<file path="src/rtl/sel_scan_sched.sv">
// Automatic scan sequencer for the calibration input multiplexer selector.
// For each channel in [CH_FIRST, CH_LAST]: select write (En=1), settle,
// one measurement request, release write (En=0), then wait for the
// selector's active flag to drop before moving on.
module sel_scan_sched #(
  parameter int MAX_CH     = 156,
  parameter int SETTLE_CYC = 64,
  parameter int TO_W       = 16
) (
  input  logic        clk,
  input  logic        rst_,
  input  logic        cfg_we,
  input  logic [1:0]  cfg_addr,
  input  logic [31:0] cfg_wdata,
  input  logic        start,
  input  logic        abort,
  output logic        sel_req,
  output logic        sel_valid,
  output logic [31:0] sel_data,
  input  logic        sel_active,
  output logic        meas_strobe,
  input  logic        meas_done,
  output logic [7:0]  cur_ch,
  output logic        busy,
  output logic        done,
  output logic        err_timeout,
  output logic        err_cfg
);

  localparam int SW = (SETTLE_CYC > 1) ? $clog2(SETTLE_CYC) : 1;
  localparam logic [7:0] MAX_CH_C = 8'(MAX_CH);

  localparam logic [2:0] ST_IDLE   = 3'd0;
  localparam logic [2:0] ST_SEL    = 3'd1;
  localparam logic [2:0] ST_SETTLE = 3'd2;
  localparam logic [2:0] ST_MEAS   = 3'd3;
  localparam logic [2:0] ST_REL    = 3'd4;
  localparam logic [2:0] ST_DRAIN  = 3'd5;

  // Configuration registers
  logic [7:0]      ch_first_q, ch_first_d;
  logic [7:0]      ch_last_q, ch_last_d;
  logic [TO_W-1:0] timeout_q, timeout_d;
  logic            cont_q, cont_d;

  // Sequencer state
  logic [2:0]      state_q, state_d;
  logic [7:0]      cur_ch_q, cur_ch_d;
  logic [SW-1:0]   set_cnt_q, set_cnt_d;
  logic [TO_W-1:0] to_cnt_q, to_cnt_d;
  logic            abort_q, abort_d;
  logic            drain_first_q, drain_first_d;
  logic            err_timeout_q, err_timeout_d;

  // Registered outputs
  logic            sel_req_q, sel_req_d;
  logic            sel_valid_q, sel_valid_d;
  logic [31:0]     sel_data_q, sel_data_d;
  logic            meas_strobe_q, meas_strobe_d;
  logic            busy_q, busy_d;
  logic            done_q, done_d;
  logic            err_cfg_q, err_cfg_d;

  logic            cfg_ok_s;
  logic            unused_cfg_s;

  assign cfg_ok_s     = (ch_first_q <= ch_last_q) && (ch_last_q <= MAX_CH_C);
  assign unused_cfg_s = ^cfg_wdata;

  // Config register writes, accepted only while the sequencer is idle
  always_comb begin
    ch_first_d = ch_first_q;
    ch_last_d  = ch_last_q;
    timeout_d  = timeout_q;
    cont_d     = cont_q;
    if (cfg_we && (state_q == ST_IDLE)) begin
      case (cfg_addr)
        2'd0: begin
          ch_first_d = cfg_wdata[7:0];
          ch_last_d  = cfg_wdata[15:8];
        end
        2'd1: timeout_d = cfg_wdata[TO_W-1:0];
        2'd2: cont_d    = cfg_wdata[0];
        default: cont_d = cont_q;
      endcase
    end else begin
      cont_d = cont_q;
    end
  end

  // Scan sequencer next-state logic
  always_comb begin
    state_d       = state_q;
    cur_ch_d      = cur_ch_q;
    set_cnt_d     = set_cnt_q;
    to_cnt_d      = to_cnt_q;
    abort_d       = abort_q;
    drain_first_d = drain_first_q;
    err_timeout_d = err_timeout_q;
    done_d        = 1'b0;
    err_cfg_d     = 1'b0;
    case (state_q)
      ST_IDLE: begin
        abort_d = 1'b0;
        if (start) begin
          if (cfg_ok_s) begin
            cur_ch_d      = ch_first_q;
            err_timeout_d = 1'b0;
            state_d       = ST_SEL;
          end else begin
            err_cfg_d = 1'b1;
          end
        end else begin
          state_d = ST_IDLE;
        end
      end
      ST_SEL: begin
        // The select write always completes; an abort diverts straight to release
        if (abort || abort_q) begin
          abort_d = 1'b1;
          state_d = ST_REL;
        end else begin
          set_cnt_d = SW'(SETTLE_CYC - 1);
          state_d   = ST_SETTLE;
        end
      end
      ST_SETTLE: begin
        if (abort) begin
          abort_d = 1'b1;
          state_d = ST_REL;
        end else if (set_cnt_q == {SW{1'b0}}) begin
          to_cnt_d = timeout_q;
          state_d  = ST_MEAS;
        end else begin
          set_cnt_d = set_cnt_q - SW'(1);
        end
      end
      ST_MEAS: begin
        // Abort wins over a same-cycle meas_done
        if (abort) begin
          abort_d = 1'b1;
          state_d = ST_REL;
        end else if (meas_done) begin
          state_d = ST_REL;
        end else if (to_cnt_q == {TO_W{1'b0}}) begin
          err_timeout_d = 1'b1;
          state_d       = ST_REL;
        end else begin
          to_cnt_d = to_cnt_q - TO_W'(1);
        end
      end
      ST_REL: begin
        if (abort) begin
          abort_d = 1'b1;
        end else begin
          abort_d = abort_q;
        end
        to_cnt_d      = timeout_q;
        drain_first_d = 1'b1;
        state_d       = ST_DRAIN;
      end
      ST_DRAIN: begin
        drain_first_d = 1'b0;
        if (abort) begin
          abort_d = 1'b1;
        end else begin
          abort_d = abort_q;
        end
        // sel_active may still reflect the select write on the first cycle
        if (!drain_first_q && !sel_active) begin
          if (abort || abort_q) begin
            state_d = ST_IDLE;
          end else if (cur_ch_q < ch_last_q) begin
            cur_ch_d = cur_ch_q + 8'd1;
            state_d  = ST_SEL;
          end else if (cont_q) begin
            cur_ch_d = ch_first_q;
            state_d  = ST_SEL;
          end else begin
            done_d  = 1'b1;
            state_d = ST_IDLE;
          end
        end else if (to_cnt_q == {TO_W{1'b0}}) begin
          err_timeout_d = 1'b1;
          state_d       = ST_IDLE;
        end else begin
          to_cnt_d = to_cnt_q - TO_W'(1);
        end
      end
      default: begin
        state_d = ST_IDLE;
      end
    endcase
  end

  // Output decode from the next state so every output leaves a flop
  always_comb begin
    sel_req_d     = (state_d == ST_SEL) || (state_d == ST_REL);
    sel_valid_d   = sel_req_d;
    meas_strobe_d = (state_d == ST_MEAS) && (state_q != ST_MEAS);
    busy_d        = (state_d != ST_IDLE);
    if (sel_req_d) begin
      sel_data_d = {23'd0, (state_d == ST_SEL), cur_ch_d};
    end else begin
      sel_data_d = 32'd0;
    end
  end

  // Config register flops
  always_ff @(posedge clk or negedge rst_) begin
    if (!rst_) begin
      ch_first_q <= 8'd0;
      ch_last_q  <= 8'd0;
      timeout_q  <= {TO_W{1'b1}};
      cont_q     <= 1'b0;
    end else begin
      ch_first_q <= ch_first_d;
      ch_last_q  <= ch_last_d;
      timeout_q  <= timeout_d;
      cont_q     <= cont_d;
    end
  end

  // Sequencer state flops
  always_ff @(posedge clk or negedge rst_) begin
    if (!rst_) begin
      state_q       <= ST_IDLE;
      cur_ch_q      <= 8'd0;
      set_cnt_q     <= {SW{1'b0}};
      to_cnt_q      <= {TO_W{1'b0}};
      abort_q       <= 1'b0;
      drain_first_q <= 1'b0;
      err_timeout_q <= 1'b0;
    end else begin
      state_q       <= state_d;
      cur_ch_q      <= cur_ch_d;
      set_cnt_q     <= set_cnt_d;
      to_cnt_q      <= to_cnt_d;
      abort_q       <= abort_d;
      drain_first_q <= drain_first_d;
      err_timeout_q <= err_timeout_d;
    end
  end

  // Output flops
  always_ff @(posedge clk or negedge rst_) begin
    if (!rst_) begin
      sel_req_q     <= 1'b0;
      sel_valid_q   <= 1'b0;
      sel_data_q    <= 32'd0;
      meas_strobe_q <= 1'b0;
      busy_q        <= 1'b0;
      done_q        <= 1'b0;
      err_cfg_q     <= 1'b0;
    end else begin
      sel_req_q     <= sel_req_d;
      sel_valid_q   <= sel_valid_d;
      sel_data_q    <= sel_data_d;
      meas_strobe_q <= meas_strobe_d;
      busy_q        <= busy_d;
      done_q        <= done_d;
      err_cfg_q     <= err_cfg_d;
    end
  end

  assign sel_req     = sel_req_q;
  assign sel_valid   = sel_valid_q;
  assign sel_data    = sel_data_q;
  assign meas_strobe = meas_strobe_q;
  assign cur_ch      = cur_ch_q;
  assign busy        = busy_q;
  assign done        = done_q;
  assign err_timeout = err_timeout_q;
  assign err_cfg     = err_cfg_q;

endmodule

</file>
<file path="config.mk">
export PLATFORM = sky130hd
export DESIGN_NAME = sel_scan_sched
export DESIGN_NICKNAME = d
export VERILOG_FILES = /design/src/rtl/sel_scan_sched.sv
export SDC_FILE = /design/constraint.sdc
export NUM_CORES = 1
export LEC_CHECK = 0
export ABC_AREA = 1
export CAP_MARGIN = 20
export CORE_MARGIN = 5
export CORE_UTILIZATION = 55
export CTS_CLUSTER_DIAMETER = 200
export CTS_CLUSTER_SIZE = 16
export DETAILED_ROUTE_END_ITERATION = 10
export GPL_TIMING_DRIVEN = 1
export PLACE_DENSITY = 0.83
export SLEW_MARGIN = 40
export SYNTH_ARGS = -nofsm -noshare
export SYNTH_HDL_FRONTEND = slang
export SYNTH_SLANG_ARGS = --single-unit
</file>
<file path="constraint.sdc">
create_clock -name clk -period 4.05 [get_ports clk]
set_input_delay 0.405 -clock clk [delete_from_list [all_inputs] [get_ports clk]]
set_output_delay 0.405 -clock clk [all_outputs]
set_load 0.01 [all_outputs]
</file>
==> results of run 1 <==
-- synthesized netlist by cell type (all sizes together) --
cell type,n,area share (%)
nand2,152,12
inv,94,7.2
nor2,71,6.0
dfrtp,67,34
nand3,53,6.0
o21ai,53,5.3
buf,33,4.9
a21oi,32,3.3
ha,18,4.5
dfstp,16,8.4
mux2,12,2.7
nand4,8,1.0
clkbuf,7,0.53
nor3,5,0.60
a31oi,4,0.50
o211ai,4,0.80
xor2,4,0.70
a22oi,2,0.40
or2,2,0.25
a211oi,1,0.15
a21o,1,0.15
conb,1,0.075
o2111ai,1,0.18
o21a,1,0.15
o221ai,1,0.18
o22ai,1,0.13
o311ai,1,0.18
xnor2,1,0.18
-- per-layer routing --
metal,vias to the layer above,wire [um]
met5,-,0
met4,0,444
met3,37,706
met2,170,5410
met1,2030,5140
li1,2118,-
-- kinds of logic after synthesis --
| group | count (synthesis) | synth area share, % |
|---|---|---|
| simple gates | 291 | 25.8 |
| fa+ha+maj | 18 | 4.51 |
| xor+xnor | 5 | 0.876 |
| buf+inv | 134 | 12.6 |
| other cells | 1 | 0.0751 |
| mux | 12 | 2.70 |
| compound gates | 102 | 11.4 |
| flops | 83 | 42.0 |
-- state kept, by name, summed over array words and instances, names as in the netlist, 3 cells and up --
name        count
state_q         3
set_cnt_q       6
sel_data        9
to_cnt_q       16
ch_last_q       8
timeout_q      16
ch_first_q      8
cur_ch          8
-- through the flow --
step	worst slack [ns]	instance area [um2]	instances	hold WS, ns
after floorplan	2.12	5080	668	0.109
after global placement	1.56	5430	785	0.464
after detailed placement	1.51	5440	785	0.488
after CTS	1.56	5660	801	0.116
after global routing	1.34	5670	801	0.129
final	1.53	5670	801	0.0683
-- worst max-delay path by stage --
stage	start	to	slack (ns)	depth (start not counted)
2_1_floorplan	cur_ch[7]	sel_data[5]	2.12	13
3_3_place_gp	abort	sel_data[1]	1.56	11
3_5_place_dp	abort	to_cnt_q[14]	1.51	10
4_1_cts	cur_ch[7]	sel_data[1]	1.56	13
5_1_grt	cur_ch[7]	sel_data[4]	1.34	13
6_report	cur_ch[3]	sel_data[1]	1.53	12
-- cell usage in the layout (no fill, tap or decap), drive strengths merged, types with 2 or more instances in the layout --
cell / count
clkinvlp: 3
nor3: 5
or2: 2
nand4: 8
a22oi: 2
a21oi: 32
a31oi: 4
inv: 96
o211ai: 4
dfstp: 16
conb: 23
o21ai: 53
mux2: 12
ha: 18
dfrtp: 67
bufinv: 2
nand3: 53
clkdlybuf4s50: 47
xor2: 4
clkbuf: 10
nand2: 152
nor2: 71
-- final cells by class --
cell class | instances | area, um2
Clock buffer | 9 | 124
Clock inverter | 7 | 100
Fill cell | 755 | 3140
Inverter | 94 | 358
Multi-Input combinational cell | 451 | 2360
Sequential cell | 83 | 2100
Tap cell | 108 | 135
Timing Repair Buffer | 49 | 492
-- power groups by stage --
stage               Sequential (mW)  Clock [mW]  Combinational [mW]
finish                         1.59       0.679                2.22
global route                   1.64       0.718                2.51
CTS                            1.59       0.686                2.21
detailed placement             1.60           0                2.19
global placement               1.58           0                2.10
floorplan                      1.52           0                1.65
==> out/results.ini, run 1 <==
[outcome]
status=complete, no violations

[layout]
nNetsFinal=747
final_util_pct=64.4
drive_gt1_share_pct=10.8
area_growth_pct=13.4
antenna_cells=0

[route]
first_pass_iters=4
viasPerCell=5.44
vias=4355
wl_um=11700
drcViolationCount=0
drtIter0Drc=288
wl_per_cell_um=14.6
final_antenna_net_count=0

[power_and_ir_drop]
pwr-share-comb_pct=49.5
clkPwrFrac_pct=15.1
p_sw_share_pct=45.7
peakVddDrop_mv=0.351
p_int_mw=2.44
power.total_mw=4.49
p_seq_share_pct=35.4
powerDensity_nw_per_um2=793
p_leak_nw=2.76
switching_power_mw=2.05

[floorplan]
die-area_um2=11100
chipHeight_um=105
die_w_um=105
std_cell_rows=34
coreArea_um2=8810
io_pins=88
start_util_pct=56.7

[critical_path]
cp_num_buf_inv=0
cp.arrival_ns=2.81
crit_type=flip-flop to flip-flop
rr_worst_depth=12
worstPathRequired_ns=4.34
critical_path.reg2reg.startpoint=cur_ch[3]
worstReg2RegEnd=sel_data[1]
r2r_slack_ns=1.53
cp_cell_sequence=ha_1 > a21oi_1 > nand2_1 > nand2_1 > nand2_2 > nand2_1 > nand2_1 > nand3_1 > nand2_1 > nand2_2 > nand2_4 > nor2_1
cp_max_fo=12
end_kind=flip-flop
cpPeakStageDelay_ns=0.52
crit_slowest_cell=dfrtp_1
path_common_cell=nand2_1
critPathLaunchType=flip-flop
critical-path-top-delay-family=simple AND/OR/NAND/NOR gates

[synthesis]
synth_warnings=0
synthesis.area_um2=5000
syn_inst=646
synth-seq-area-share_pct=42.0
synthDistinctLibCells=46
avgSynthCellArea_um2=7.73
yosys_register_bits=83

[timing]
final-setup-viol-count=0
rsz0062_at_grt=false
relSlewSlack_pct=44.5
worstMarginPinSlew_ns=0.829
clock.fmax_mhz=397
finalClockSkew_ns=0.00760
post-route-min-period_ns=2.52
tns_ns=0
finalCritPeriodShare_pct=62.2
hold_viol=0
maxSlewViolCount=0

[global_route]
grt.total_usage_pct=21.4
global_route.usage.met2_pct=33.5
grt_max_degree=84
met3_usage_pct=3.30
use_met1_pct=28.9
grt-ovfl-total=0
grt_pass1_vias=4132
antenna_found_initial=0
grt_busiest_layer=met2
grt_pass1_wl_um=19400

[job]
maxCapViolations=0

[clock_tree]
worstSkewPairLatency_ns=0.36
root_buffer=clkbuf_8
cts-htree-levels=3
cts_buffer_depth=2
cts-resized-gates=0
post_cts_buffers=0
cts_tree=done
cts.sinks=83
clk_pin_slew_ns=0.09
cts_made_buffers=9
cts_hold_buf=0

[place]
hpwl_um=8630
io_buffers=48
gp_congestion=0.881

[worst_hold_path]
min_path_type=input port to async pin

Power figures use the tool's default switching activity.
==> run 2, diff against run 1 <==
--- a/config.mk
+++ b/config.mk
@@ -8,12 +8,12 @@
 export ABC_AREA = 1
 export CAP_MARGIN = 20
 export CORE_MARGIN = 5
-export CORE_UTILIZATION = 55
+export CORE_UTILIZATION = 54
 export CTS_CLUSTER_DIAMETER = 200
 export CTS_CLUSTER_SIZE = 16
 export DETAILED_ROUTE_END_ITERATION = 10
 export GPL_TIMING_DRIVEN = 1
-export PLACE_DENSITY = 0.83
+export PLACE_DENSITY = 0.81
 export SLEW_MARGIN = 40
 export SYNTH_ARGS = -nofsm -noshare
 export SYNTH_HDL_FRONTEND = slang
==> constraint.sdc (replaced) <==
create_clock -name clk -period 2.5 [get_ports clk]
set_input_delay 0.25 -clock clk [delete_from_list [all_inputs] [get_ports clk]]
set_output_delay 0.25 -clock clk [all_outputs]
set_load 0.01 [all_outputs]
==> run 2 against run 1 <==
Wire length up 0.46%. Largest cell class unchanged. Critical path depth grew 1. Die area rose by 1.7%.
==> out/results.ini, run 2 (synthesized netlist as in run 1, its figures left out) <==
[layout]
nNetsFinal=759
area_growth_pct=15.0
multi_input_area_um2=2360
fill_cells=803
final_util_pct=63.0
final_cell_mix=nand2_1 (145), inv_1 (88), dfrtp_1 (67)
antenna_cells=0
ff_latch_area_um2=2100
final_common_cell=nand2_1
drive_gt1_share_pct=12.2

[floorplan]
coreArea_um2=9110
die_w_um=106
chipHeight_um=106
io_pins=88
die-area_um2=11300
start_util_pct=54.8
std_cell_rows=35

[clock_tree]
clk_pin_slew_ns=0.09
cts_tree=done
root_buffer=clkbuf_8
cts_made_buffers=9
cts_buffer_depth=2
cts.sinks=83
post_cts_buffers=0
cts-htree-levels=3
worstSkewPairLatency_ns=0.36

[global_route]
grt_pass1_wl_um=19400
grt.total_usage_pct=21.5
grt_pass1_vias=4197
grt_max_degree=82
antenna_found_initial=0
grt-ovfl-total=0

[critical_path]
cp_cell_sequence=inv_1 > ha_1 > nand2_1 > nor2_2 > nand2_2 > nor2_4 > nand3_2 > nand3_1 > nand2_1 > nor2_1 > nand2_2 > nand2_4 > nor2_1
end_kind=flip-flop
worstPathRequired_ns=2.74
critPathLaunchType=flip-flop
crit_type=flip-flop to flip-flop
cpPeakStageDelay_ns=0.37
crit_slowest_cell=dfrtp_1
cp.arrival_ns=2.41
cp_max_fo=9

[timing]
relSlewSlack_pct=51.3
maxSlewViolCount=0
rsz0062_at_grt=false
post-route-min-period_ns=2.17
worstMarginPinSlew_ns=0.730
tns_ns=0
clock.fmax_mhz=461
finalCritPeriodShare_pct=86.7
final-setup-viol-count=0
finalClockSkew_ns=0.0114
hold_viol=0

[outcome]
status=complete, no violations

[worst_hold_path]
min_path_type=input port to flip-flop

[route]
wl_um=11700
first_pass_iters=5
final_antenna_net_count=0
drtIter0Drc=229
drcViolationCount=0
viasPerCell=5.36
wl_per_cell_um=14.4
vias=4374

[power_and_ir_drop]
p_int_mw=3.97
switching_power_mw=3.31
clkPwrFrac_pct=14.0
peakVddDrop_mv=0.819
p_leak_nw=2.82
pwr-share-comb_pct=51.0
p_seq_share_pct=35.0
p_sw_share_pct=45.4
powerDensity_nw_per_um2=1270

[place]
hpwl_um=8890
io_buffers=48
gp_congestion=0.925

[job]
maxCapViolations=0

-- run 2: per-layer routing --
layer | track usage [%] | part of all wire [%] | vias to the layer above
li1 | - | - | 2136
met1 | 26.8 | 43 | 2056
met2 | 36.7 | 49 | 152
met3 | 4.55 | 5.9 | 30
met4 | 8.05 | 2.3 | 0
met5 | 0 | 0 | -
-- run 2: final timing paths --
check                                   start            end  slack (ns)  cells past startpoint
worst max-delay path              to_cnt_q[0]    sel_data[0]        0.33                     13
worst min-delay path            cfg_wdata[15]  timeout_q[15]        0.46                      3
max in group asynchronous                rst_  timeout_q[12]        1.38                      3
min in group asynchronous                rst_  ch_first_q[6]        0.48                      2
worst max register to register    to_cnt_q[0]    sel_data[0]        0.33                     13
worst min register to register  drain_first_q  drain_first_q        0.49                      2
-- run 2: timing repair --
| item | in CTS | in global routing |
|---|---|---|
| resized for setup | 0 | 0 |
| hold buffers | 1 | 0 |
| hold endpoints to repair | 67 | 0 |
-- run 2: power groups by stage --
stage                     sequential (mW)  combinational [mW]  clock [mW]
after floorplan                      2.46                2.68           0
after global placement               2.54                3.49           0
after detailed placement             2.56                3.67           0
after CTS                            2.53                3.69        1.04
after global routing                 2.62                4.19        1.10
final                                2.55                3.71        1.02
-- run 2: final cells by class --
cell class | instances | share of cell area (%)
clock buffer | 11 | 2.64
tap | 111 | 2.42
sequential | 83 | 36.5
inverter | 94 | 6.23
multi-input combinational | 451 | 41.0
timing repair buffer | 61 | 10.1
clock inverter | 5 | 1.05
-- run 2: metrics by stage --
step | cells | setup slack, ns | power, mW | hold slack (ns) | cell area [um2]
detailed placement | 799 | 0.341 | 6.23 | 0.341 | 5520
floorplan | 668 | 0.567 | 5.14 | -0.0456 | 5080
finish | 816 | 0.332 | 7.27 | 0.459 | 5740
global route | 816 | 0.0787 | 7.91 | 0.479 | 5740
CTS | 816 | 0.352 | 7.27 | 0.452 | 5740
global placement | 799 | 0.418 | 6.03 | 0.465 | 5520
-- run 2: critical path: cells and delay by family, from the launching register on --
kind | cells | cell delay [ns]
and+or+nand+nor | 11 | 1.31
DFF | 1 | 0.37
adders and majority gates | 1 | 0.23
buffers and inverters | 1 | 0.12
